$ cat src/rtl/calc_sequencer_pkg.sv
// Shared definitions for the calculator sequencer: key codes, ALU opcodes,
// FSM states and error codes.
package calc_sequencer_pkg;

  localparam int unsigned MAG_W = 10;  // holds magnitudes up to 999
  localparam int unsigned VAL_W = 11;  // signed operand width
  localparam int unsigned RES_W = 21;  // signed ALU result width

  localparam logic [4:0] KEY_ADD = 5'd16;
  localparam logic [4:0] KEY_SUB = 5'd17;
  localparam logic [4:0] KEY_MUL = 5'd18;
  localparam logic [4:0] KEY_DIV = 5'd19;
  localparam logic [4:0] KEY_EQ  = 5'd20;
  localparam logic [4:0] KEY_CLR = 5'd21;
  localparam logic [4:0] KEY_NEG = 5'd22;

  typedef enum logic [1:0] {
    OP_ADD = 2'b00,
    OP_SUB = 2'b01,
    OP_MUL = 2'b10,
    OP_DIV = 2'b11
  } op_t;

  typedef enum logic [2:0] {
    S_ENTER_A,
    S_ENTER_B,
    S_COMPUTE,
    S_WAIT,
    S_SHOW,
    S_ERROR
  } state_t;

  localparam logic [1:0] ERR_NONE = 2'b00;
  localparam logic [1:0] ERR_DIV0 = 2'b01;
  localparam logic [1:0] ERR_OVF  = 2'b10;

  function automatic logic is_op_key(input logic [4:0] code);
    return (code >= KEY_ADD) && (code <= KEY_DIV);
  endfunction

endpackage

$ cat src/rtl/calc_sequencer_if.sv
// Keypad, ALU and display signals of the calculator sequencer.
interface calc_sequencer_if;
  logic               key_valid;
  logic        [4:0]  key_code;
  logic signed [10:0] alu_a;
  logic signed [10:0] alu_b;
  logic        [1:0]  alu_opcode;
  logic               alu_strobe;
  logic signed [20:0] alu_result;
  logic signed [20:0] alu_remainder;
  logic               alu_remain;
  logic signed [20:0] disp_value;
  logic signed [20:0] disp_rem;
  logic               disp_rem_en;
  logic               busy;
  logic               done;
  logic               error;
  logic        [1:0]  err_code;

  modport slave (
    input  key_valid, key_code, alu_result, alu_remainder, alu_remain,
    output alu_a, alu_b, alu_opcode, alu_strobe, disp_value, disp_rem,
           disp_rem_en, busy, done, error, err_code
  );

  modport master (
    output key_valid, key_code, alu_result, alu_remainder, alu_remain,
    input  alu_a, alu_b, alu_opcode, alu_strobe, disp_value, disp_rem,
           disp_rem_en, busy, done, error, err_code
  );
endinterface

$ cat src/rtl/calc_sequencer_entry.sv
// Decimal digit/sign accumulator for one signed operand.
import calc_sequencer_pkg::*;

module calc_entry #(
  parameter int unsigned DIGITS = 3
) (
  input  logic                    clock,
  input  logic                    resetn,
  input  logic                    clear,
  input  logic                    load,
  input  logic [MAG_W-1:0]        load_mag,
  input  logic                    load_neg,
  input  logic                    digit_en,
  input  logic [3:0]              digit,
  input  logic                    neg,
  output logic signed [VAL_W-1:0] value,
  output logic                    any
);
  localparam int unsigned CW = $clog2(DIGITS + 1);
  localparam logic [CW-1:0] DIG_MAX = CW'(DIGITS);

  logic [MAG_W-1:0] mag, mag_n, base_mag;
  logic [CW-1:0]    cnt, cnt_n, base_cnt;
  logic             sign, sign_n, base_sign;

  // Clear composes with a digit so a fresh entry can start in the same cycle.
  always_comb begin
    base_mag  = clear ? '0 : mag;
    base_cnt  = clear ? '0 : cnt;
    base_sign = clear ? 1'b0 : sign;
    mag_n     = base_mag;
    cnt_n     = base_cnt;
    sign_n    = base_sign;
    if (load) begin
      mag_n  = load_mag;
      cnt_n  = DIG_MAX;
      sign_n = load_neg;
    end else begin
      if (digit_en && (base_cnt < DIG_MAX)) begin
        mag_n = (base_mag << 3) + (base_mag << 1) + MAG_W'(digit);
        cnt_n = base_cnt + CW'(1);
      end
      if (neg) sign_n = ~base_sign;
    end
  end

  always_ff @(posedge clock) begin
    if (!resetn) begin
      mag  <= '0;
      cnt  <= '0;
      sign <= 1'b0;
    end else begin
      mag  <= mag_n;
      cnt  <= cnt_n;
      sign <= sign_n;
    end
  end

  always_comb begin
    value = sign ? -$signed({1'b0, mag}) : $signed({1'b0, mag});
    any   = (cnt != '0);
  end
endmodule

$ cat src/rtl/calc_sequencer.sv
// Keypad-driven sequencer: builds operands, strobes the ALU, captures the
// result and drives the display.
import calc_sequencer_pkg::*;

module calc_sequencer #(
  parameter int unsigned DIGITS      = 3,
  parameter int unsigned MAXMAG      = 999,
  parameter int unsigned ALU_LATENCY = 1
) (
  input logic            clock,
  input logic            resetn,
  calc_sequencer_if.slave bus
);
  localparam int unsigned LW = (ALU_LATENCY > 1) ? $clog2(ALU_LATENCY) : 1;
  localparam logic [LW-1:0]    WAIT_LAST = LW'(ALU_LATENCY - 1);
  localparam logic [RES_W-1:0] MAG_LIMIT = RES_W'(MAXMAG);

  state_t state, state_n;
  op_t    op_q;
  logic [1:0]              err_q;
  logic signed [RES_W-1:0] res_q, rem_q;
  logic [RES_W-1:0]        res_abs;
  logic                    rem_en_q, strobe_q, done_q, res_big;
  logic [LW-1:0]           wait_cnt;
  logic                    wait_last;

  logic k_digit, k_op, k_eq, k_clr, k_neg;
  logic a_clear, a_load, a_digit, a_neg, b_clear, b_digit, b_neg;
  logic op_load, capture, a_any, b_any;
  logic signed [VAL_W-1:0] a_val, b_val;

  always_comb begin
    k_digit = bus.key_valid && (bus.key_code <= 5'd9);
    k_op    = bus.key_valid && is_op_key(bus.key_code);
    k_eq    = bus.key_valid && (bus.key_code == KEY_EQ);
    k_clr   = bus.key_valid && (bus.key_code == KEY_CLR);
    k_neg   = bus.key_valid && (bus.key_code == KEY_NEG);
    res_abs   = res_q[RES_W-1] ? RES_W'(-res_q) : RES_W'(res_q);
    res_big   = res_abs > MAG_LIMIT;
    wait_last = (wait_cnt == WAIT_LAST);
  end

  always_ff @(posedge clock) begin
    if (!resetn) state <= S_ENTER_A;
    else         state <= state_n;
  end

  always_comb begin
    state_n = state;
    if (k_clr) state_n = S_ENTER_A;
    else begin
      case (state)
        S_ENTER_A: if (k_op) state_n = S_ENTER_B;
        S_ENTER_B: if (k_eq && b_any)
                     state_n = (op_q == OP_DIV && b_val == '0) ? S_ERROR : S_COMPUTE;
        S_COMPUTE: state_n = S_WAIT;
        S_WAIT:    if (wait_last) state_n = S_SHOW;
        S_SHOW:    if (k_op) state_n = res_big ? S_ERROR : S_ENTER_B;
                   else if (k_digit) state_n = S_ENTER_A;
        S_ERROR:   state_n = S_ERROR;
        default:   state_n = S_ENTER_A;
      endcase
    end
  end

  always_comb begin
    a_clear = 1'b0; a_load = 1'b0; a_digit = 1'b0; a_neg = 1'b0;
    b_clear = 1'b0; b_digit = 1'b0; b_neg = 1'b0;
    op_load = 1'b0; capture = 1'b0;
    if (k_clr) begin
      a_clear = 1'b1;
      b_clear = 1'b1;
    end else begin
      case (state)
        S_ENTER_A: begin
          a_digit = k_digit;
          a_neg   = k_neg;
          op_load = k_op;
          a_clear = k_op && !a_any;
        end
        S_ENTER_B: begin
          b_digit = k_digit;
          b_neg   = k_neg;
          op_load = k_op && !b_any;
        end
        S_WAIT: capture = wait_last;
        S_SHOW: begin
          a_load  = k_op && !res_big;
          op_load = k_op && !res_big;
          a_clear = k_digit;
          a_digit = k_digit;
          b_clear = k_digit || (k_op && !res_big);
        end
        default: ;
      endcase
    end
  end

  calc_entry #(.DIGITS(DIGITS)) u_entry_a (
    .clock(clock), .resetn(resetn), .clear(a_clear), .load(a_load),
    .load_mag(res_abs[MAG_W-1:0]), .load_neg(res_q[RES_W-1]),
    .digit_en(a_digit), .digit(bus.key_code[3:0]), .neg(a_neg),
    .value(a_val), .any(a_any)
  );

  calc_entry #(.DIGITS(DIGITS)) u_entry_b (
    .clock(clock), .resetn(resetn), .clear(b_clear), .load(1'b0),
    .load_mag('0), .load_neg(1'b0),
    .digit_en(b_digit), .digit(bus.key_code[3:0]), .neg(b_neg),
    .value(b_val), .any(b_any)
  );

  always_ff @(posedge clock) begin
    if (!resetn) begin
      op_q     <= OP_ADD;
      err_q    <= ERR_NONE;
      res_q    <= '0;
      rem_q    <= '0;
      rem_en_q <= 1'b0;
      strobe_q <= 1'b0;
      done_q   <= 1'b0;
      wait_cnt <= '0;
    end else begin
      strobe_q <= (state_n == S_COMPUTE);
      done_q   <= capture;
      wait_cnt <= (state == S_WAIT) ? wait_cnt + LW'(1) : '0;
      if (k_clr) begin
        op_q     <= OP_ADD;
        err_q    <= ERR_NONE;
        res_q    <= '0;
        rem_q    <= '0;
        rem_en_q <= 1'b0;
      end else begin
        if (op_load) op_q <= op_t'(bus.key_code[1:0]);
        if (capture) begin
          res_q    <= bus.alu_result;
          rem_q    <= (op_q == OP_DIV) ? bus.alu_remainder : '0;
          rem_en_q <= (op_q == OP_DIV) && bus.alu_remain;
        end else if (state == S_SHOW && state_n != S_SHOW) begin
          rem_q    <= '0;
          rem_en_q <= 1'b0;
        end
        if (state_n == S_ERROR && state != S_ERROR)
          err_q <= (state == S_SHOW) ? ERR_OVF : ERR_DIV0;
      end
    end
  end

  always_comb begin
    bus.alu_a       = a_val;
    bus.alu_b       = b_val;
    bus.alu_opcode  = op_q;
    bus.alu_strobe  = strobe_q;
    bus.done        = done_q;
    bus.busy        = (state == S_COMPUTE) || (state == S_WAIT);
    bus.error       = (state == S_ERROR);
    bus.err_code    = err_q;
    bus.disp_rem    = rem_q;
    bus.disp_rem_en = rem_en_q;
    case (state)
      S_ENTER_A: bus.disp_value = {{(RES_W-VAL_W){a_val[VAL_W-1]}}, a_val};
      S_SHOW:    bus.disp_value = res_q;
      S_ERROR:   bus.disp_value = '0;
      default:   bus.disp_value = {{(RES_W-VAL_W){b_val[VAL_W-1]}}, b_val};
    endcase
  end
endmodule
$ cat src/flat_wrapper.sv
// flat-port wrapper written by rule: the top's interface ports become plain ports
module calc_sequencer_flat 
#(
  parameter int unsigned DIGITS      = 3,
  parameter int unsigned MAXMAG      = 999,
  parameter int unsigned ALU_LATENCY = 1
)
  (clock, resetn, bus_key_valid, bus_key_code, bus_alu_result, bus_alu_remainder, bus_alu_remain, bus_alu_a, bus_alu_b, bus_alu_opcode, bus_alu_strobe, bus_disp_value, bus_disp_rem, bus_disp_rem_en, bus_busy, bus_done, bus_error, bus_err_code);
  calc_sequencer_if bus_i ();
  input logic clock;
  input logic resetn;
  input wire logic [$bits(bus_i.key_valid)-1:0] bus_key_valid;
  input wire logic [$bits(bus_i.key_code)-1:0] bus_key_code;
  input wire logic [$bits(bus_i.alu_result)-1:0] bus_alu_result;
  input wire logic [$bits(bus_i.alu_remainder)-1:0] bus_alu_remainder;
  input wire logic [$bits(bus_i.alu_remain)-1:0] bus_alu_remain;
  output wire logic [$bits(bus_i.alu_a)-1:0] bus_alu_a;
  output wire logic [$bits(bus_i.alu_b)-1:0] bus_alu_b;
  output wire logic [$bits(bus_i.alu_opcode)-1:0] bus_alu_opcode;
  output wire logic [$bits(bus_i.alu_strobe)-1:0] bus_alu_strobe;
  output wire logic [$bits(bus_i.disp_value)-1:0] bus_disp_value;
  output wire logic [$bits(bus_i.disp_rem)-1:0] bus_disp_rem;
  output wire logic [$bits(bus_i.disp_rem_en)-1:0] bus_disp_rem_en;
  output wire logic [$bits(bus_i.busy)-1:0] bus_busy;
  output wire logic [$bits(bus_i.done)-1:0] bus_done;
  output wire logic [$bits(bus_i.error)-1:0] bus_error;
  output wire logic [$bits(bus_i.err_code)-1:0] bus_err_code;
  assign bus_i.key_valid = bus_key_valid;
  assign bus_i.key_code = bus_key_code;
  assign bus_i.alu_result = bus_alu_result;
  assign bus_i.alu_remainder = bus_alu_remainder;
  assign bus_i.alu_remain = bus_alu_remain;
  assign bus_alu_a = bus_i.alu_a;
  assign bus_alu_b = bus_i.alu_b;
  assign bus_alu_opcode = bus_i.alu_opcode;
  assign bus_alu_strobe = bus_i.alu_strobe;
  assign bus_disp_value = bus_i.disp_value;
  assign bus_disp_rem = bus_i.disp_rem;
  assign bus_disp_rem_en = bus_i.disp_rem_en;
  assign bus_busy = bus_i.busy;
  assign bus_done = bus_i.done;
  assign bus_error = bus_i.error;
  assign bus_err_code = bus_i.err_code;
  calc_sequencer #(.DIGITS(DIGITS), .MAXMAG(MAXMAG), .ALU_LATENCY(ALU_LATENCY)) u_core (.clock(clock), .resetn(resetn), .bus(bus_i));
endmodule
$ cat config.mk
export PLATFORM = sky130hd
export DESIGN_NAME = calc_sequencer_flat
export DESIGN_NICKNAME = d
export VERILOG_FILES = /design/src/rtl/calc_sequencer_pkg.sv /design/src/rtl/calc_sequencer_if.sv /design/src/rtl/calc_sequencer_entry.sv /design/src/rtl/calc_sequencer.sv /design/src/flat_wrapper.sv
export SDC_FILE = /design/constraint.sdc
export NUM_CORES = 1
export LEC_CHECK = 0
export CAP_MARGIN = 15
export CORE_MARGIN = 4
export CORE_UTILIZATION = 56
export DETAILED_ROUTE_END_ITERATION = 7
export PLACE_DENSITY = 0.91
export SYNTH_ARGS = -nofsm -noshare
export SYNTH_HDL_FRONTEND = slang
export SYNTH_HIERARCHICAL = 1
export SYNTH_SLANG_ARGS = --single-unit
$ cat constraint.sdc
create_clock -name clock -period 12.1 [get_ports clock]
set_clock_uncertainty 0.2 [all_clocks]
set_input_delay 1.21 -clock clock [delete_from_list [all_inputs] [get_ports clock]]
set_output_delay 1.21 -clock clock [all_outputs]
set_load 0.1 [all_outputs]
### After elaboration in Yosys (flattened, before gate mapping)

Cells that the tools add are included.

| cells by class | value |
|---|---|
| $add $sub $neg | 10 |
| multiply operators | 0 |
| div/mod/pow operators | 0 |
| magnitude comparators | 6 |
| equality and inequality tests | 13 |
| shift operators | 0 |
| mux-type cells | 52 |
| bitwise operators | 4 |
| reductions and logical operators | 31 |

Operator list:

| kind | count |
|---|---|
| two-way mux 21 bit | 4 |
| one-hot mux 21 bit (3 select lines) | 1 |
| two-way mux 10 bit | 5 |
| two-way mux 3 bit | 8 |
| two-way mux 1 bit | 23 |
| two-way mux 11 bit | 2 |
| negation 10 -> 11 bit | 2 |
| greater-than comparator 21 x 10 -> 1 bit, second input constant | 1 |
| negation 21 bit | 1 |
| adder 10 bit | 2 |
| adder 10 x 4 -> 10 bit | 2 |
| one-hot mux 3 bit (6 select lines) | 1 |
| logical AND 1 bit | 16 |
| == test 5 bit, second input constant | 3 |
| two-way mux 2 bit | 6 |
| zero test 11 bit | 1 |
| == test 3 x 2 -> 1 bit, second input constant | 3 |
| == test 3 bit, second input constant | 3 |
| nonzero test 2 bit | 4 |
| != test 3 bit, second input constant | 2 |
| greater-or-equal comparator 5 bit, second input constant | 1 |
| less-or-equal comparator 5 x 4 -> 1 bit, second input constant | 1 |
| less-or-equal comparator 5 bit, second input constant | 1 |
| adder 2 x 1 -> 2 bit, second input constant | 2 |
| other kinds (13) | 21 |

| word-level totals | value |
|---|---|
| register bits after elaboration | 79 |
| latch bits | 0 |
| bits in writable memories | 0 |
| bits in read-only memories | 0 |
| bits of input ports | 51 |
| word-level logic and storage cells | 133 |
| memories | 0 |

### Logic depth before layout (Yosys ltp)

Gate-level depths: netlist of the first run.

| logic depth | value |
|---|---|
| depth in word-level cells | 12 |
| gate-level depth with buffers | 23 |
| mapped depth without buffers | 21 |

### Hierarchy

Netlist of the first run, hierarchy kept.

Modules (own cells, without submodules):

| module | instances | cells an instance | area an instance (µm²) | sequential area each (µm²) |
|---|---|---|---|---|
| calc_sequencer | 1 | 375 | 2967.8 | 1061.0 |
| calc_entry | 2 | 161 | 1328.8 | 260.2 |

### Worst setup path before layout of the first run

No wires, ideal clock.

| timing | value |
|---|---|
| kind | flip-flop to output port |
| start | register u_core.u_entry_b.mag[0] |
| end | output port bus_disp_value[8] |
| data arrival time | 5.059 ns |
| setup slack | 5.631 ns |
| stages on the path, launching flop included | 9 |
| cell sequence | dfxtp_1 -> inv_1 -> ha_1 -> inv_1 -> or2_1 -> nand2_1 -> xnor2_1 -> a22oi_1 -> o21ai_0 |

| between the ends | value |
|---|---|
| word-level cells in the longest chain between the ends | 3 |

RTL lines:

| what | RTL line | source |
|---|---|---|
| start, declared | calc_sequencer_entry.sv:22 | `logic [MAG_W-1:0] mag, mag_n, base_mag;` |
| start signal, assigned | calc_sequencer_entry.sv:53 | `mag <= mag_n;` |
| negation 10 -> 11 bit | calc_sequencer_entry.sv:60 | `value = sign ? -$signed({1'b0, mag}) : $signed({1'b0, mag});` |
| two-way mux 11 bit | calc_sequencer_entry.sv:60 |  |
| via bus_alu_b[8] | flat_wrapper.sv:18 | `output wire logic [$bits(bus_i.alu_b)-1:0] bus_alu_b;` |
| one-hot mux 21 bit (3 select lines) | calc_sequencer.sv:160 | `case (state)` |
| end, declared | flat_wrapper.sv:21 | `output wire logic [$bits(bus_i.disp_value)-1:0] bus_disp_value;` |

The timed path passes the listed nets, and every way through them passes these cells.

### Worst setup path in the final report of the first run

| timing | value |
|---|---|
| start | register u_core.res_q[1] |
| end | register u_core.u_entry_b.mag[9] |

| between the ends | value |
|---|---|
| word-level cells in the longest chain between the ends | 12 |

RTL lines:

| what | RTL line | source |
|---|---|---|
| start, declared | calc_sequencer.sv:21 | `logic signed [RES_W-1:0] res_q, rem_q;` |
| start signal, assigned | calc_sequencer.sv:136 | `res_q <= bus.alu_result;` |
| negation 21 bit | calc_sequencer.sv:38 | `res_abs = res_q[RES_W-1] ? RES_W'(-res_q) : RES_W'(res_q);` |
| two-way mux 21 bit (*) | calc_sequencer.sv:38 |  |
| greater-than comparator 21 x 10 -> 1 bit (*) | calc_sequencer.sv:39 | `res_big = res_abs > MAG_LIMIT;` |
| zero test 1 bit (*) | calc_sequencer.sv:92 | `b_clear = k_digit \|\| (k_op && !res_big);` |
| logical AND 1 bit (*) | calc_sequencer.sv:92 |  |
| logical OR 1 bit (*) | calc_sequencer.sv:92 |  |
| two-way mux 1 bit (*) | calc_sequencer.sv:74 | `case (state)` |
| two-way mux 1 bit (*) | calc_sequencer.sv:70 | `if (k_clr) begin` |
| via u_core.b_clear | calc_sequencer.sv:28 | `logic a_clear, a_load, a_digit, a_neg, b_clear, b_digit, b_neg;` |
| two-way mux 10 bit or two-way mux 2 bit (tied branches) | calc_sequencer_entry.sv:28, calc_sequencer_entry.sv:29 |  |
| adder 10 bit or less-than comparator 2 bit (tied branches) | calc_sequencer_entry.sv:40, calc_sequencer_entry.sv:39 |  |
| adder 10 x 4 -> 10 bit or logical AND 1 bit (tied branches) | calc_sequencer_entry.sv:40, calc_sequencer_entry.sv:39 |  |
| two-way mux 10 bit or nonzero test 2 bit (tied branches) | - |  |

Mark *: on every way through the listed nets, which the timed path passes. The rest lies on a longest branch. The select of a mux whose other input is x is not followed.
A chain may end at the register's enable or synchronous reset.

==> implementation parameters, run 1 <==
Parameter                              Value

Outcome
  Result of the run ... completed

Logic synthesis
  Number of flip-flops and latches in the synthesized netlist ... 79
  Top flip-flop cell by instance count after synthesis ... sky130_fd_sc_hd__dfxtp_1
  Yosys Warn Count ... 6
  EDFF count, synth ... 0
  Cell count after synthesis ... around 700
  Sequential-to-total area share from yosys stat ... 0.2811
  Async set or reset register ratio after synthesis ... 0
  Number of library cell types mapped by synthesis ... 66
  Average cell area after synthesis ... 8.071 um2
  Synth top area cells ... sky130_fd_sc_hd__dfxtp_1 (28%), sky130_fd_sc_hd__ha_1 (7.3%), sky130_fd_sc_hd__nand2_1 (5.5%), sky130_fd_sc_hd__xnor2_1 (5.4%), sky130_fd_sc_hd__a22o_1 (3.7%)
  Area share of the leading cell type in the synthesized netlist ... 0.2811
  Post-Synthesis Cell Area ... roughly 5600 um2
  Cell type with the highest aggregate area in the netlist ... sky130_fd_sc_hd__dfxtp_1

Power
  Worst IR Drop VDD ... slightly below 0.07 mV
  PwrDens ... ~94 nW/um2
  Lkg Pwr ... slightly below 3 nW
  Power consumption ... about 0.67 mW

Layout
  Number of filler cells placed in the layout ... 750
  Net count of the finished layout ... 887
  Utilization of the core after routing ... 0.7281
  Fraction of layout instances using a drive strength above 1 ... 0.04602
  Antenna cells ... 0
  Relative area change from synthesis to final layout ... 26.51%

Floorplan
  Vertical die dimension ... 108.2 um
  Area of the core region ... between 9000 and 10000 um2
  Top-level port count ... ~120
  Initial core utilization ... 0.5755
  Horizontal die dimension ... roughly 110 um
  Total Die Area ... 11710 um2
  Row count ... 36

Clock tree
  Maximum level of the CTS H-tree ... 3
  CTS hold repair buffers ... 0
  Clock root buffer master ... sky130_fd_sc_hd__clkbuf_8
  Worst-path clk slew ... 0.10 ns
  Number of resized instances in the post-cts repair step ... 0
  Num CTS Buffers ... 9
  Insertion delay to the later sink of the worst-skew pair ... 0.35 ns
  Total number of clock tree sinks ... 79
  # Post-CTS Setup Buffers ... 0
  TritonCTS clock tree ... done
  Maximum count of clock buffers along a single path ... 2

STA
  Final count of hold timing violations ... 0
  Crit share post-route ... 0.4998
  Top achievable clock speed ... about 0.17 GHz
  Worst relative slew slack ... 0.3048
  Total setup violations reported at the end of the flow ... 0
  RSZ-0062 raised after global routing ... false
  Post-Route Setup TNS ... 0 ns
  Min cycle time layout ... between 6 and 7 ns
  Count of pins over their slew limit ... 0
  Slew @ Worst Pin ... about 1.0 ns
  Post-route setup slack ... just over 6 ns

GRT
  Via count of the first global-routing pass ... approximately 5700
  Global-route congestion overflow total ... 0
  Number of antenna violations at the first check in global routing ... 0
  Total track usage ... 0.2958
  First-pass GRT wire length ... around 28000 um
  Maximum number of pins on one net before global-route repair ... 41

Drt
  Detailed-router iteration count before antenna repair ... 5
  Detail Route Antenna Nets ... 0
  Final routed wirelength across all metal layers ... 17730 um
  Number of violations reported at the end of detailed-routing iteration 0 ... ~670
  Drt via density ... 6.308
  Total DRC errors in the routed layout ... 0
  Wire length per cell after detailed routing ... 18.93 um
  Routed vias ... between 5000 and 6000

Critical path
  Critical path class ... register to register
  Crit. End Element ... register
  Required time at the endpoint of the critical path ... about 12 ns
  Reg-to-Reg Start ... u_core/res_q[1]$_SDFFE_PP0P_
  Highest fanout seen on the critical path ... 13
  Signal arrival time at the worst endpoint ... 6.15 ns
  Startpoint class of the critical path ... register
  Origin of the worst setup path ... u_core/res_q[1]$_SDFFE_PP0P_

Min path
  Start point of the worst hold path ... u_core/bus.disp_rem[15]$_SDFFE_PP0P_
  Worst min-delay path category ... register to register

Place
  Number of input and output port buffers inserted ... approximately 120
  Routability-driven placement congestion ratio ... slightly below 1
  Pre-CTS setup slack ... between 6 and 7 ns
  Hpwl dp ... 13210 um

Job
  Max-capacitance violation count ... 0
[critical path, stage by stage (launching register included)]
cell and delay [ns]:
sky130_fd_sc_hd__dfxtp_1 0.35, sky130_fd_sc_hd__inv_1 0.10, sky130_fd_sc_hd__ha_1 0.19, sky130_fd_sc_hd__or3b_1 0.49, sky130_fd_sc_hd__nor4_1 0.36, sky130_fd_sc_hd__mux2i_1 0.14, sky130_fd_sc_hd__a311oi_1 0.31, sky130_fd_sc_hd__and3_1 0.27
sky130_fd_sc_hd__o21ai_0 0.21, sky130_fd_sc_hd__o21a_1 0.23, sky130_fd_sc_hd__o21ai_1 0.73, sky130_fd_sc_hd__nand2b_1 0.28, sky130_fd_sc_hd__fa_1 0.49, sky130_fd_sc_hd__inv_1 0.09, sky130_fd_sc_hd__ha_1 0.24, sky130_fd_sc_hd__a21o_1 0.16
sky130_fd_sc_hd__a21oi_1 0.28, sky130_fd_sc_hd__o21ai_0 0.21, sky130_fd_sc_hd__a2111oi_0 0.47, sky130_fd_sc_hd__a221o_1 0.18
[metrics by stage]
| stage | instances | area [um2] | hold WS, ns |
|---|---|---|---|
| floorplan | 708 | 5667 | 0.2630 |
| global placement | 920 | 6903 | 0.2560 |
| detailed placement | 920 | 6903 | 0.2541 |
| CTS | 936 | 7112 | 0.2832 |
| global route | 937 | 7117 | 0.3089 |
| finish | 937 | 7117 | 0.2805 |
[where the power goes]
part           leakage (nW)  internal [mW]  switching (mW)
Combinational          2.20         0.0619           0.124
Clock                 0.100         0.0998           0.113
Sequential            0.640          0.265         0.00803
Total                  2.94          0.426           0.245
[logic make-up after synthesis]
| family | synth area share |
|---|---|
| AOI/OAI and AO/OA | 0.2878 |
| DFF | 0.2811 |
| adders and majority gates | 0.08763 |
| and+or+nand+nor | 0.2124 |
| xor gates and xnor gates | 0.06072 |
| muxes | 0.007118 |
| buffers and inverters | 0.06250 |
| other | 0.0006666 |
[final timing paths]
kind / endpoint / slack, ns / cells past startpoint
setup reg to reg: u_core/u_entry_b/mag[9]$_SDFFE_PN0P_ / 6.05 / 19
hold / removal: u_core/bus.disp_rem[15]$_SDFFE_PP0P_ / 0.28 / 1
hold reg to reg: u_core/bus.disp_rem[15]$_SDFFE_PP0P_ / 0.28 / 1
setup / recovery: u_core/u_entry_b/mag[9]$_SDFFE_PN0P_ / 6.05 / 19
[sequential cells by signal, summed over array words and instances (netlist names), 3 cells and up]
| register | count |
|---|---|
| u_core/state | 3 |
| u_core/bus.disp_rem | 21 |
| u_core/u_entry_a/mag | 10 |
| u_core/u_entry_b/mag | 10 |
| u_core/res_q | 21 |
[synth_stat cells, types with 5 or more instances]
cell type                   n
sky130_fd_sc_hd__nand2b_1  11
sky130_fd_sc_hd__nor4_1     5
sky130_fd_sc_hd__a21o_1    17
sky130_fd_sc_hd__a22o_1    24
sky130_fd_sc_hd__a22oi_1   19
sky130_fd_sc_hd__nor2b_1   30
sky130_fd_sc_hd__a21boi_0   7
sky130_fd_sc_hd__o31a_1     8
sky130_fd_sc_hd__a21oi_1   37
sky130_fd_sc_hd__nor2_1    28
sky130_fd_sc_hd__nor3b_1    5
sky130_fd_sc_hd__ha_1      33
sky130_fd_sc_hd__o211a_1   11
sky130_fd_sc_hd__o211ai_1   9
sky130_fd_sc_hd__dfxtp_1   79
sky130_fd_sc_hd__or3_1      7
sky130_fd_sc_hd__nand2_1   82
sky130_fd_sc_hd__o21ai_0   39
sky130_fd_sc_hd__o31ai_1   11
sky130_fd_sc_hd__inv_1     34
sky130_fd_sc_hd__a31oi_1    5
sky130_fd_sc_hd__a211oi_1   5
sky130_fd_sc_hd__nor3_1    17
sky130_fd_sc_hd__and3_1     6
sky130_fd_sc_hd__nand3_1    8
sky130_fd_sc_hd__xnor2_1   35
sky130_fd_sc_hd__clkbuf_1  41
[per-layer routing]
| metal | vias up | share of wire | track usage |
|---|---|---|---|
| li1 | 2724 | - | - |
| met1 | 2739 | 0.39 | 0.3797 |
| met2 | 386 | 0.46 | 0.4720 |
| met3 | 62 | 0.11 | 0.06806 |
| met4 | 0 | 0.038 | 0.1371 |
| met5 | - | 0 | 0 |
[layout by cell type, fill, tap and decap left out, types with 17 or more instances in the layout]
cell,Yosys,layout
sky130_fd_sc_hd__nor2b_1,30,30
sky130_fd_sc_hd__nor2_1,28,28
sky130_fd_sc_hd__clkdlybuf4s50_1,0,123
sky130_fd_sc_hd__a22oi_1,19,19
sky130_fd_sc_hd__a22o_1,24,24
sky130_fd_sc_hd__dfxtp_1,79,79
sky130_fd_sc_hd__xnor2_1,35,35
sky130_fd_sc_hd__ha_1,33,33
sky130_fd_sc_hd__inv_1,34,34
sky130_fd_sc_hd__o21ai_0,39,39
sky130_fd_sc_hd__a21oi_1,37,37
sky130_fd_sc_hd__a21o_1,17,17
sky130_fd_sc_hd__nand2_1,82,82
[cell type report]
class                   count  area, um2  area share
clock buffers               9      123.9     0.01741
clock inverters             7      85.08     0.01195
inverters                  34      127.6     0.01793
multi-input cells         544       3744      0.5260
flip-flops and latches     79       1582      0.2222
well taps                 133      166.4     0.02338
repair buffers            131       1289      0.1811
Note: power is estimated with default switching activity, not from simulation.
==> inputs of run 2 (changes only) <==
- CORE_UTILIZATION: 56 -> 52
- PLACE_DENSITY: 0.91 -> 0.86
- clock period: 12.1 -> 5.95 ns (I/O delays scaled with it)
==> run 2 against run 1 <==
Against the previous run: flip-flop and latch count did not move; cell area did not move; highest routed layer unchanged; hold slack got worse by 0.0012 ns; routed wire length fell by 1.9%; first-iteration DRC count fell by 25%; critical path depth fell by 1; die area rose by 7.1%; non-clock buffer count rose by 2.
==> implementation parameters, run 2 (synthesis results as in run 1) <==
Parameter                              Value

Critical path
  Critical path's top delay family ... compound AO/OA/AOI/OAI gates
  Critical path class ... register to register
  Max stage delay cell, worst path ... sky130_fd_sc_hd__or4_1
  Cells along the critical path ... or3_1 -> or4_1 -> o31a_1 -> a31oi_1 -> and3_1 -> o21ai_0 -> o21a_1 -> o21ai_1 -> buf_4 -> nand2b_1 -> fa_1 -> inv_1 -> ha_1 -> a21o_1 -> a21oi_1 -> o21ai_0 -> a2111oi_0 -> a221o_1
  Crit. End Element ... register
  Startpoint class of the critical path ... register
  Buf+Inv Stages, Crit Path ... 2
  Required time at the endpoint of the critical path ... just over 6 ns
  Signal arrival time at the worst endpoint ... approximately 5.4 ns
  Highest fanout seen on the critical path ... 13
  Crit path largest cell delay ... around 0.56 ns
  Most prevalent standard cell on the critical path ... sky130_fd_sc_hd__o21ai_0

Power
  Net switching power figure ... roughly 0.48 mW
  Internal portion of total power ... approximately 0.83 mW
  Combinational fraction of design power ... 0.284
  Share of power burned in registers ... 0.422
  PwrDens ... about 180 nW/um2
  Lkg Pwr ... between 2 and 3 nW
  Worst IR Drop VDD ... about 0.15 mV
  Switching power share of the total ... 0.3661
  Portion of total power attributed to the clock network ... 0.294

Clock tree
  Maximum count of clock buffers along a single path ... 2
  Total number of clock tree sinks ... between 70 and 80
  Maximum level of the CTS H-tree ... 3
  # Post-CTS Setup Buffers ... 0
  CTS hold repair buffers ... 0
  Num CTS Buffers ... 9
  Insertion delay to the later sink of the worst-skew pair ... around 0.36 ns
  Number of resized instances in the post-cts repair step ... 0
  TritonCTS clock tree ... done
  Worst-path clk slew ... ~0.1 ns
  Clock root buffer master ... sky130_fd_sc_hd__clkbuf_8

STA
  Count of pins over their slew limit ... 0
  RSZ-0062 raised after global routing ... false
  Worst relative slew slack ... 0.3189
  Total setup violations reported at the end of the flow ... 0
  Slew @ Worst Pin ... 1.019 ns
  Post-Route Setup TNS ... 0 ns
  Crit share post-route ... 0.8830
  Post-route setup slack ... just under 0.7 ns
  Final count of hold timing violations ... 0
  Top achievable clock speed ... roughly 0.19 GHz
  Min cycle time layout ... around 5.3 ns

Drt
  Routed vias ... between 5000 and 6000
  Detail Route Antenna Nets ... 0
  Total DRC errors in the routed layout ... 0
  Drt via density ... around 6.2
  Number of violations reported at the end of detailed-routing iteration 0 ... slightly above 500
  Final routed wirelength across all metal layers ... about 17000 um
  Detailed-router iteration count before antenna repair ... 5
  Wire length per cell after detailed routing ... 18.48 um

Floorplan
  Row count ... 37
  Initial core utilization ... 0.5401
  Total Die Area ... approximately 13000 um2
  Top-level port count ... ~120
  Area of the core region ... about 10000 um2
  Vertical die dimension ... roughly 110 um
  Horizontal die dimension ... 112.0 um

Layout
  Fraction of layout instances using a drive strength above 1 ... 0.04839
  Relative area change from synthesis to final layout ... 26.51%
  Most frequent cells in the layout ... sky130_fd_sc_hd__clkdlybuf4s50_1 (123), sky130_fd_sc_hd__nand2_1 (82), sky130_fd_sc_hd__dfxtp_1 (79), sky130_fd_sc_hd__o21ai_0 (39), sky130_fd_sc_hd__a21oi_1 (37)
  Most frequent standard cell in the layout excluding fill and tap cells ... sky130_fd_sc_hd__clkdlybuf4s50_1
  Net count of the finished layout ... approximately 900
  Utilization of the core after routing ... 0.6832
  Antenna cells ... 0

GRT
  Maximum number of pins on one net before global-route repair ... 41
  Number of antenna violations at the first check in global routing ... 0
  Total track usage ... 0.2641
  First-pass GRT wire length ... 27450 um
  Global-route congestion overflow total ... 0
  Via count of the first global-routing pass ... 5464

Place
  Hpwl dp ... between 10000 and 15000 um
  Routability-driven placement congestion ratio ... approximately 0.95
  Pre-CTS setup slack ... slightly below 0.8 ns
  Number of input and output port buffers inserted ... roughly 120

Job
  Max-capacitance violation count ... 0

Outcome
  Result of the run ... completed

Min path
  Worst min-delay path category ... register to register
run 2: layout make-up:
class                   count  area (um2)
inverters                  34       127.6
flip-flops and latches     79        1582
multi-input cells         544        3744
clock buffers              10       137.6
repair buffers            133        1306
well taps                 136       170.2
clock inverters             6       50.05
fillers                   869        3299
run 2: layer usage:
metal,share of wire,global-route usage,routed length (um)
met5,0,0,0
met4,0.023,0.09135,408
met1,0.41,0.3338,7184
met2,0.47,0.4384,8255
met3,0.089,0.06900,1555
run 2: power by group through the flow:
stage | clock, mW | combinational [mW] | sequential (mW)
final | 0.386 | 0.374 | 0.554
after global routing | 0.422 | 0.393 | 0.556
after CTS | 0.398 | 0.370 | 0.553
after detailed placement | 0 | 0.368 | 0.566
after global placement | 0 | 0.361 | 0.565
after floorplan | 0 | 0.265 | 0.561
run 2: path summary, 6_finish.rpt:
| path | slack [ns] | depth (start not counted) | end | start |
|---|---|---|---|---|
| hold reg to reg | 0.28 | 1 | u_core/bus.disp_rem[3]$_SDFFE_PP0P_ | u_core/bus.disp_rem[3]$_SDFFE_PP0P_ |
| setup / recovery | 0.70 | 18 | u_core/u_entry_b/mag[9]$_SDFFE_PN0P_ | u_core/res_q[4]$_SDFFE_PP0P_ |
| hold / removal | 0.28 | 1 | u_core/bus.disp_rem[3]$_SDFFE_PP0P_ | u_core/bus.disp_rem[3]$_SDFFE_PP0P_ |
| setup reg to reg | 0.70 | 18 | u_core/u_entry_b/mag[9]$_SDFFE_PN0P_ | u_core/res_q[4]$_SDFFE_PP0P_ |
run 2: metrics by stage:
| stage | instances | hold WS [ns] | area [um2] | power [mW] |
|---|---|---|---|---|
| floorplan | 708 | 0.2630 | 5667 | 0.8258 |
| global placement | 926 | 0.2563 | 6929 | 0.9259 |
| detailed placement | 926 | 0.2578 | 6929 | 0.9337 |
| CTS | 942 | 0.2829 | 7117 | 1.321 |
| global route | 942 | 0.3049 | 7117 | 1.371 |
| finish | 942 | 0.2793 | 7117 | 1.314 |
